==> config.mk <==
export PLATFORM = sky130hd
export DESIGN_NAME = led_chase_sequencer
export DESIGN_NICKNAME = d
export VERILOG_FILES = /design/src/rtl/led_chase_sequencer.sv
export SDC_FILE = /design/constraint.sdc
export NUM_CORES = 1
export LEC_CHECK = 0
export CORE_AREA = 3 3 58 60
export DETAILED_ROUTE_END_ITERATION = 8
export DIE_AREA = 0 0 61 63
export DONT_BUFFER_PORTS = 1
export PLACE_DENSITY_LB_ADDON = 0.12
export SYNTH_ARGS = -nofsm -noshare
export SYNTH_HDL_FRONTEND = slang
export SYNTH_SLANG_ARGS = --single-unit
==> constraint.sdc <==
create_clock -name clk -period 2.86 [get_ports clk]
set_input_delay 0.286 -clock clk [delete_from_list [all_inputs] [get_ports clk]]
set_output_delay 0.286 -clock clk [all_outputs]
set_load 0.1 [all_outputs]
==> src/rtl/led_chase_sequencer.sv <==
// rtl/led_chase_sequencer.sv - 8-LED chaser sequencer: step prescaler, pattern FSM, registered LED bus
// Optional LED_PAUSE_BLINK_EN: paused output blinks the frozen pattern at the step rate.
`timescale 1ns/1ps
module led_chase_sequencer #(
   parameter int DIV    = 4,
   parameter int REPEAT = 1
) (
   input  logic       clk,
   input  logic       reset,
   input  logic       SS,
   input  logic       MODE,
   input  logic [1:0] SEL,
   output logic [7:0] out,
   output logic [1:0] pattern,
   output logic       step_tick,
   output logic       cycle_done
);

   localparam int PW = (DIV > 1) ? $clog2(DIV) : 1;
   localparam int CW = $clog2(REPEAT + 1);
   localparam logic [PW-1:0] PLAST = PW'(DIV - 1);
   localparam logic [CW-1:0] PREP  = CW'(REPEAT);

   typedef enum logic [1:0] {
      P_FILL    = 2'd0,
      P_DRAIN   = 2'd1,
      P_CHASE_L = 2'd2,
      P_CHASE_R = 2'd3
   } pat_t;

   pat_t          pat_q, pat_n;
   logic [3:0]    step, step_n, last;
   logic [PW-1:0] pcnt, pcnt_n;
   logic [CW-1:0] pass_cnt, pass_n, pass_inc;
   logic [7:0]    out_n;
   logic          tick, run, cd_n;

   function automatic logic [7:0] led_for(input pat_t p, input logic [3:0] k);
      logic [8:0] fill;
      fill = (9'd1 << k) - 9'd1;
      case (p)
         P_FILL:    led_for = fill[7:0];
         P_DRAIN:   led_for = 8'hFF >> k;
         P_CHASE_L: led_for = 8'h01 << k;
         default:   led_for = 8'h80 >> k;
      endcase
   endfunction

`ifdef LED_PAUSE_BLINK_EN
   logic blank, blank_n, paused_q;
   // The first SS=1 edge after a pause only restores the frozen output and re-arms the prescaler.
   assign run = SS && !paused_q;
`else
   assign run = SS;
`endif

   always_comb begin
      pcnt_n   = pcnt;
      step_n   = step;
      pat_n    = pat_q;
      pass_n   = pass_cnt;
      cd_n     = 1'b0;
      pass_inc = pass_cnt + CW'(1);
      last     = (pat_q == P_FILL || pat_q == P_DRAIN) ? 4'd8 : 4'd7;
      tick     = run && (pcnt == PLAST);

      if (run)
         pcnt_n = tick ? '0 : pcnt + PW'(1);

      if (tick) begin
         if (step == last) begin
            step_n = 4'd0;
            pass_n = pass_inc;
            // MODE and SEL only take effect here, so a pass always completes.
            if (MODE) begin
               if (pass_inc >= PREP) begin
                  pat_n  = pat_t'(pat_q + 2'd1);
                  pass_n = '0;
                  cd_n   = (pat_q == P_CHASE_R);
               end
            end else begin
               pat_n  = pat_t'(SEL);
               pass_n = '0;
            end
         end else begin
            step_n = step + 4'd1;
         end
      end

`ifdef LED_PAUSE_BLINK_EN
      blank_n = blank;
      if (!SS) begin
         pcnt_n = (pcnt == PLAST) ? '0 : pcnt + PW'(1);
         if (pcnt == PLAST)
            blank_n = ~blank;
      end else if (paused_q) begin
         pcnt_n  = '0;
         blank_n = 1'b0;
      end
      out_n = blank_n ? 8'h00 : led_for(pat_n, step_n);
`else
      out_n = led_for(pat_n, step_n);
`endif
   end

   always_ff @(posedge clk or posedge reset) begin
      if (reset) begin
         pat_q      <= P_FILL;
         step       <= 4'd0;
         pcnt       <= '0;
         pass_cnt   <= '0;
         out        <= 8'h00;
         step_tick  <= 1'b0;
         cycle_done <= 1'b0;
      end else begin
         pat_q      <= pat_n;
         step       <= step_n;
         pcnt       <= pcnt_n;
         pass_cnt   <= pass_n;
         out        <= out_n;
         step_tick  <= tick;
         cycle_done <= cd_n;
      end
   end

`ifdef LED_PAUSE_BLINK_EN
   always_ff @(posedge clk or posedge reset) begin
      if (reset) begin
         blank    <= 1'b0;
         paused_q <= 1'b0;
      end else begin
         blank    <= blank_n;
         paused_q <= !SS;
      end
   end
`endif

   assign pattern = pat_q;

endmodule

**After elaboration in Yosys (flattened, before gate mapping)**

Index checks and enable logic that the tools add are counted.

- Register bits: 19
- Input bits: 6
- Output and inout port bits: 12
- Logic and storage cells: 43

- $add $sub $neg: 5
- Order comparisons: 1
- Equality and inequality tests: 6
- Shifts and indexed selects: 4
- Muxes and demuxes: 15
- Reductions and logical operators: 5

Operators by type and width:

| operator | number |
|---|---|
| 8-bit one-hot mux with 3 select lines | 1 |
| 1-bit by 4-bit left shift with 8-bit output, first input constant | 2 |
| 8-bit by 4-bit >> shifter with 8-bit output, first input constant | 2 |
| 4-bit 2-to-1 mux | 3 |
| 2-bit 2-to-1 mux | 5 |
| 8-bit by 1-bit subtractor with 8-bit output, second input constant | 1 |
| 2-bit == test, second input constant | 3 |
| 1-bit 2-to-1 mux | 6 |
| 2-bit by 1-bit adder with 2-bit output, second input constant | 2 |
| 4-bit by 1-bit adder with 4-bit output, second input constant | 1 |
| 2-bit by 1-bit == test with 1-bit output, second input constant | 2 |
| 4-bit == test | 1 |
| 2-bit zero test | 2 |
| 2-bit AND reduction | 1 |
| 1-bit adder, second input constant | 1 |
| 1-bit >= comparator, second input constant | 1 |
| 1-bit logical AND | 1 |
| 1-bit logical OR | 1 |

**Logic depth before layout (Yosys ltp)**

- Depth after elaboration: 9
- Gate-level depth with buffers: 12
- Gate-level depth less buffers: 12

**Least setup slack after synthesis**

OpenSTA, ideal clock, no wires.

- Path kind: register to register
- Start: register pat_q[0] (netlist: pattern[0])
- End: register out[6]
- Setup time: 0.069 ns
- Arrival time: 2.910 ns
- Required time: 2.791 ns
- Slack: -0.119 ns
- Stages on the path, launching flop included: 12
- Buffers on the path: 0
- Period minus slack after synthesis: 2.979 ns
- Cell sequence: dfrtp_1 inv_1 ha_1 or2_2 a32o_1 nor2_1 o21ai_0 ha_1 inv_1 a21oi_2 or3_1 nand3_1

- Longest elaborated chain between the ends: 9

Ends and longest elaborated chain:

| what | RTL line | RTL |
|---|---|---|
| start: declaration | 31 | `pat_t pat_q, pat_n;` |
| start signal: assignment | 116 | `pat_q <= pat_n;` |
| 2-bit by 1-bit == test with 1-bit output / 2-bit zero test (equally long branches) | 64 | `last = (pat_q == P_FILL \|\| pat_q == P_DRAIN) ? 4'd8 : 4'd7;` |
| 1-bit logical OR | 64 |  |
| 4-bit 2-to-1 mux | 64 |  |
| 4-bit == test | 71 | `if (step == last) begin` |
| 4-bit 2-to-1 mux | 71 |  |
| 4-bit 2-to-1 mux | 70 | `if (tick) begin` |
| 1-bit by 4-bit left shift with 8-bit output | 40, 44 |  |
| 8-bit by 1-bit subtractor with 8-bit output | 40 | `fill = (9'd1 << k) - 9'd1;` |
| 8-bit one-hot mux with 3 select lines (*) | 41 | `case (p)` |
| via out_n[6] | 35 | `logic [7:0] out_n;` |
| end signal: assignment | 120 | `out <= out_n;` |
| end: declaration | 13 | `output logic [7:0] out,` |

The timed path passes the listed nets; every way through them passes the cells marked *.
A chain may end at the register's enable or synchronous reset.

**Worst setup path in the final report**

- Start: register pcnt[0]
- End: register out[6]

- Longest elaborated chain between the ends: 6

Ends and longest elaborated chain:

| what | RTL line | RTL |
|---|---|---|
| start: declaration | 33 | `logic [PW-1:0] pcnt, pcnt_n;` |
| start signal: assignment | 118 | `pcnt <= pcnt_n;` |
| 2-bit == test (*) | 65 | `tick = run && (pcnt == PLAST);` |
| 1-bit logical AND (*) | 65 |  |
| 4-bit 2-to-1 mux (*) | 70 |  |
| via step_n[1] | 32 | `logic [3:0] step, step_n, last;` |
| 1-bit by 4-bit left shift with 8-bit output | 40, 44 |  |
| 8-bit by 1-bit subtractor with 8-bit output | 40 |  |
| 8-bit one-hot mux with 3 select lines (*) | 41 |  |
| via out_n[6] | 35 |  |

Marked as above.

==> metrics <==
commonest non-fill, non-tap cell in the layout dfrtp_1; first-pass GRT wire length 5250 um; vias 1074; CP arrival 2900 ps; Post-Synthesis Cells 138; setup tns final 0 ps; PortBufs 0; status completed; share of cells above drive strength 1 0.211; Max Slew Vio Count 0; routed wire length between 3000 and 4000 um; vias in the first global route between 1000 and 1500; CP Max Fanout 8; Post-Syn Area roughly 1300 um2; Pwr Density 843 nW/um2; clk slew on worst S/H paths 100 ps; die height 63 um; 1st-iter DRT viols 66; Peak Freq 378 MHz; nets@finish 155; sequential element share of the synthesized area 0.348; CORE AREA 2980 um2; Final setup viols 0; I/O pin total 18; drt pass-1 iters 4; vias per inst just over 6; total CTS buffers 3; number of distinct library cells after synthesis 54; fin area 1380 um2; Initial Util 0.434; total of max-cap violations 0; kind of critical path flip-flop to flip-flop; Slew @ Worst Pin 885 ps; post-place instance area 1340 um2; post-route ant nets 0; Final Hold Slack between 50 and 60 ps; most frequent cells in the layout 16 x dfrtp_1, 11 x nor2_1, 10 x a21oi_1, 10 x nand3_1, 9 x inv_1; Die X 61 um; Worst Skew slightly below 4 ps; postcts setup bufs 0; die area 3840 um2; CTS tree built; Hold WC Path Type input pin to flip-flop; pin count of the biggest net entering global routing 19; CP required roughly 3100 ps; clock tree buffer depth 2; async set or reset register ratio after synthesis 1.00; Root Buffer clkbuf_4; dominant cells by area after synthesis dfrtp_1 35%, ha_1 5.8%, a21oi_1 3.9%; Area growth syn-to-layout 6.97%; syn nets 150; startpoint type of the worst setup path flip-flop; total inserted antenna cells 0; number of flops mapped to enable cells by yosys 0; wire length per cell approximately 17 um; total gr overflow 0; leakage 0.562 nW; Slew headroom 0.411; DP HPWL 2310 um; period utilization 0.926; RSZ-0062 raised after global routing false; detailed-route DRC error count 0; clk_lat worst skew ~310 ps; Seq cells post-synth 18; CTS H-tree depth 1; Mean Syn Cell Area approximately 9.4 um2; top_reg_cell synth dfrtp_1; Tmin final 2650 ps; Max VDD drop ~0.69 mV; CTS sink cnt 18; post-synth top area share 0.348; Ys Warns 0; GPL Wtd Cong 0.968; Synth area leader dfrtp_1; GR Util All Layers 0.181; CP endpoint kind flip-flop; Final Hold Vio Count 0; standard-cell row count 20; initial antenna violation count 0
synth_stat cells (all sizes together), types with 2 or more instances:
cell type   n
nand3      11
nand2       9
inv        13
ha          6
nor3        2
o211ai      2
a32o        2
or3         2
a21oi      11
mux2        2
buf         4
dfrtp      18
mux2i       2
o21ai       6
o2111ai     2
a31oi       5
nor2       11
xnor2       2
nand2b      2
a221oi      2
or2         2
path summary, 6_finish.rpt:
| path | cells after the start | to | from | slack [ps] |
|---|---|---|---|---|
| max in group asynchronous | 2 | pattern[1] | reset | 1860 |
| worst min-delay path | 1 | pcnt[0] | SS | 60 |
| worst max-delay path | 11 | out[6] | pcnt[0] | 210 |
| worst max register to register | 11 | out[6] | pcnt[0] | 210 |
| worst min register to register | 1 | pcnt[0] | pcnt[0] | 490 |
| min in group asynchronous | 2 | out[2] | reset | 520 |
layer usage:
metal	GRT usage	wire, um
met1	0.249	1370
met3	0.0269	119
met5	0	0
met2	0.269	1470
met4	0.0921	67
sequential cells by signal, summed over array words and instances, names as in the netlist:
signal      cells
out             8
step            4
pattern         2
pcnt            2
cycle_done      1
step_tick       1
metrics by stage:
stage / power [mW] / instances / worst slack (ps) / utilization
after floorplan: 0.901 / 138 / 203 / -
after global placement: 0.997 / 170 / 343 / 0.449
after detailed placement: 1.00 / 170 / 258 / 0.449
after CTS: 1.17 / 175 / 213 / 0.464
after global routing: 1.24 / 175 / 7.69 / 0.464
final: 1.17 / 175 / 212 / 0.464
area by class of cell:
| type | count | area [um2] |
|---|---|---|
| Fill cell | 285 | 1600 |
| Tap cell | 33 | 41.3 |
| Timing Repair Buffer | 4 | 32.5 |
| Multi-Input combinational cell | 103 | 763 |
| Clock buffer | 4 | 36.3 |
| Inverter | 13 | 56.3 |
| Sequential cell | 18 | 453 |
power by group:
part / internal [mW] / total [mW] / switching (mW)
Clock: 0.0779 / 0.162 / 0.0845
Sequential: 0.309 / 0.591 / 0.282
Combinational: 0.160 / 0.412 / 0.253
timing repair:
| item | in CTS | in global routing |
|---|---|---|
| endpoints found under the hold margin | 18 | 0 |
| hold buffers | 1 | 0 |
| setup endpoints to repair | 0 | 0 |
| gates resized for setup | 0 | 0 |
logic make-up after synthesis:
group / count (synthesis) / share of synthesized area
flops: 18 / 0.348
xor+xnor: 3 / 0.0203
simple gates: 48 / 0.211
fa+ha+maj: 6 / 0.0581
compound gates: 42 / 0.268
mux: 4 / 0.0329
buf+inv: 17 / 0.0610
worst max-delay path, cell delays in order (launching register included):
cell and delay, ps:
dfrtp_1 380, ha_1 300, nand2_2 200, a21boi_2 380
inv_2 130, nor2_1 180, o21ai_0 170, ha_1 230
inv_1 80, a21oi_2 60, or3_1 380, nand3_1 100
No activity file was read; power rests on OpenSTA's default activity.
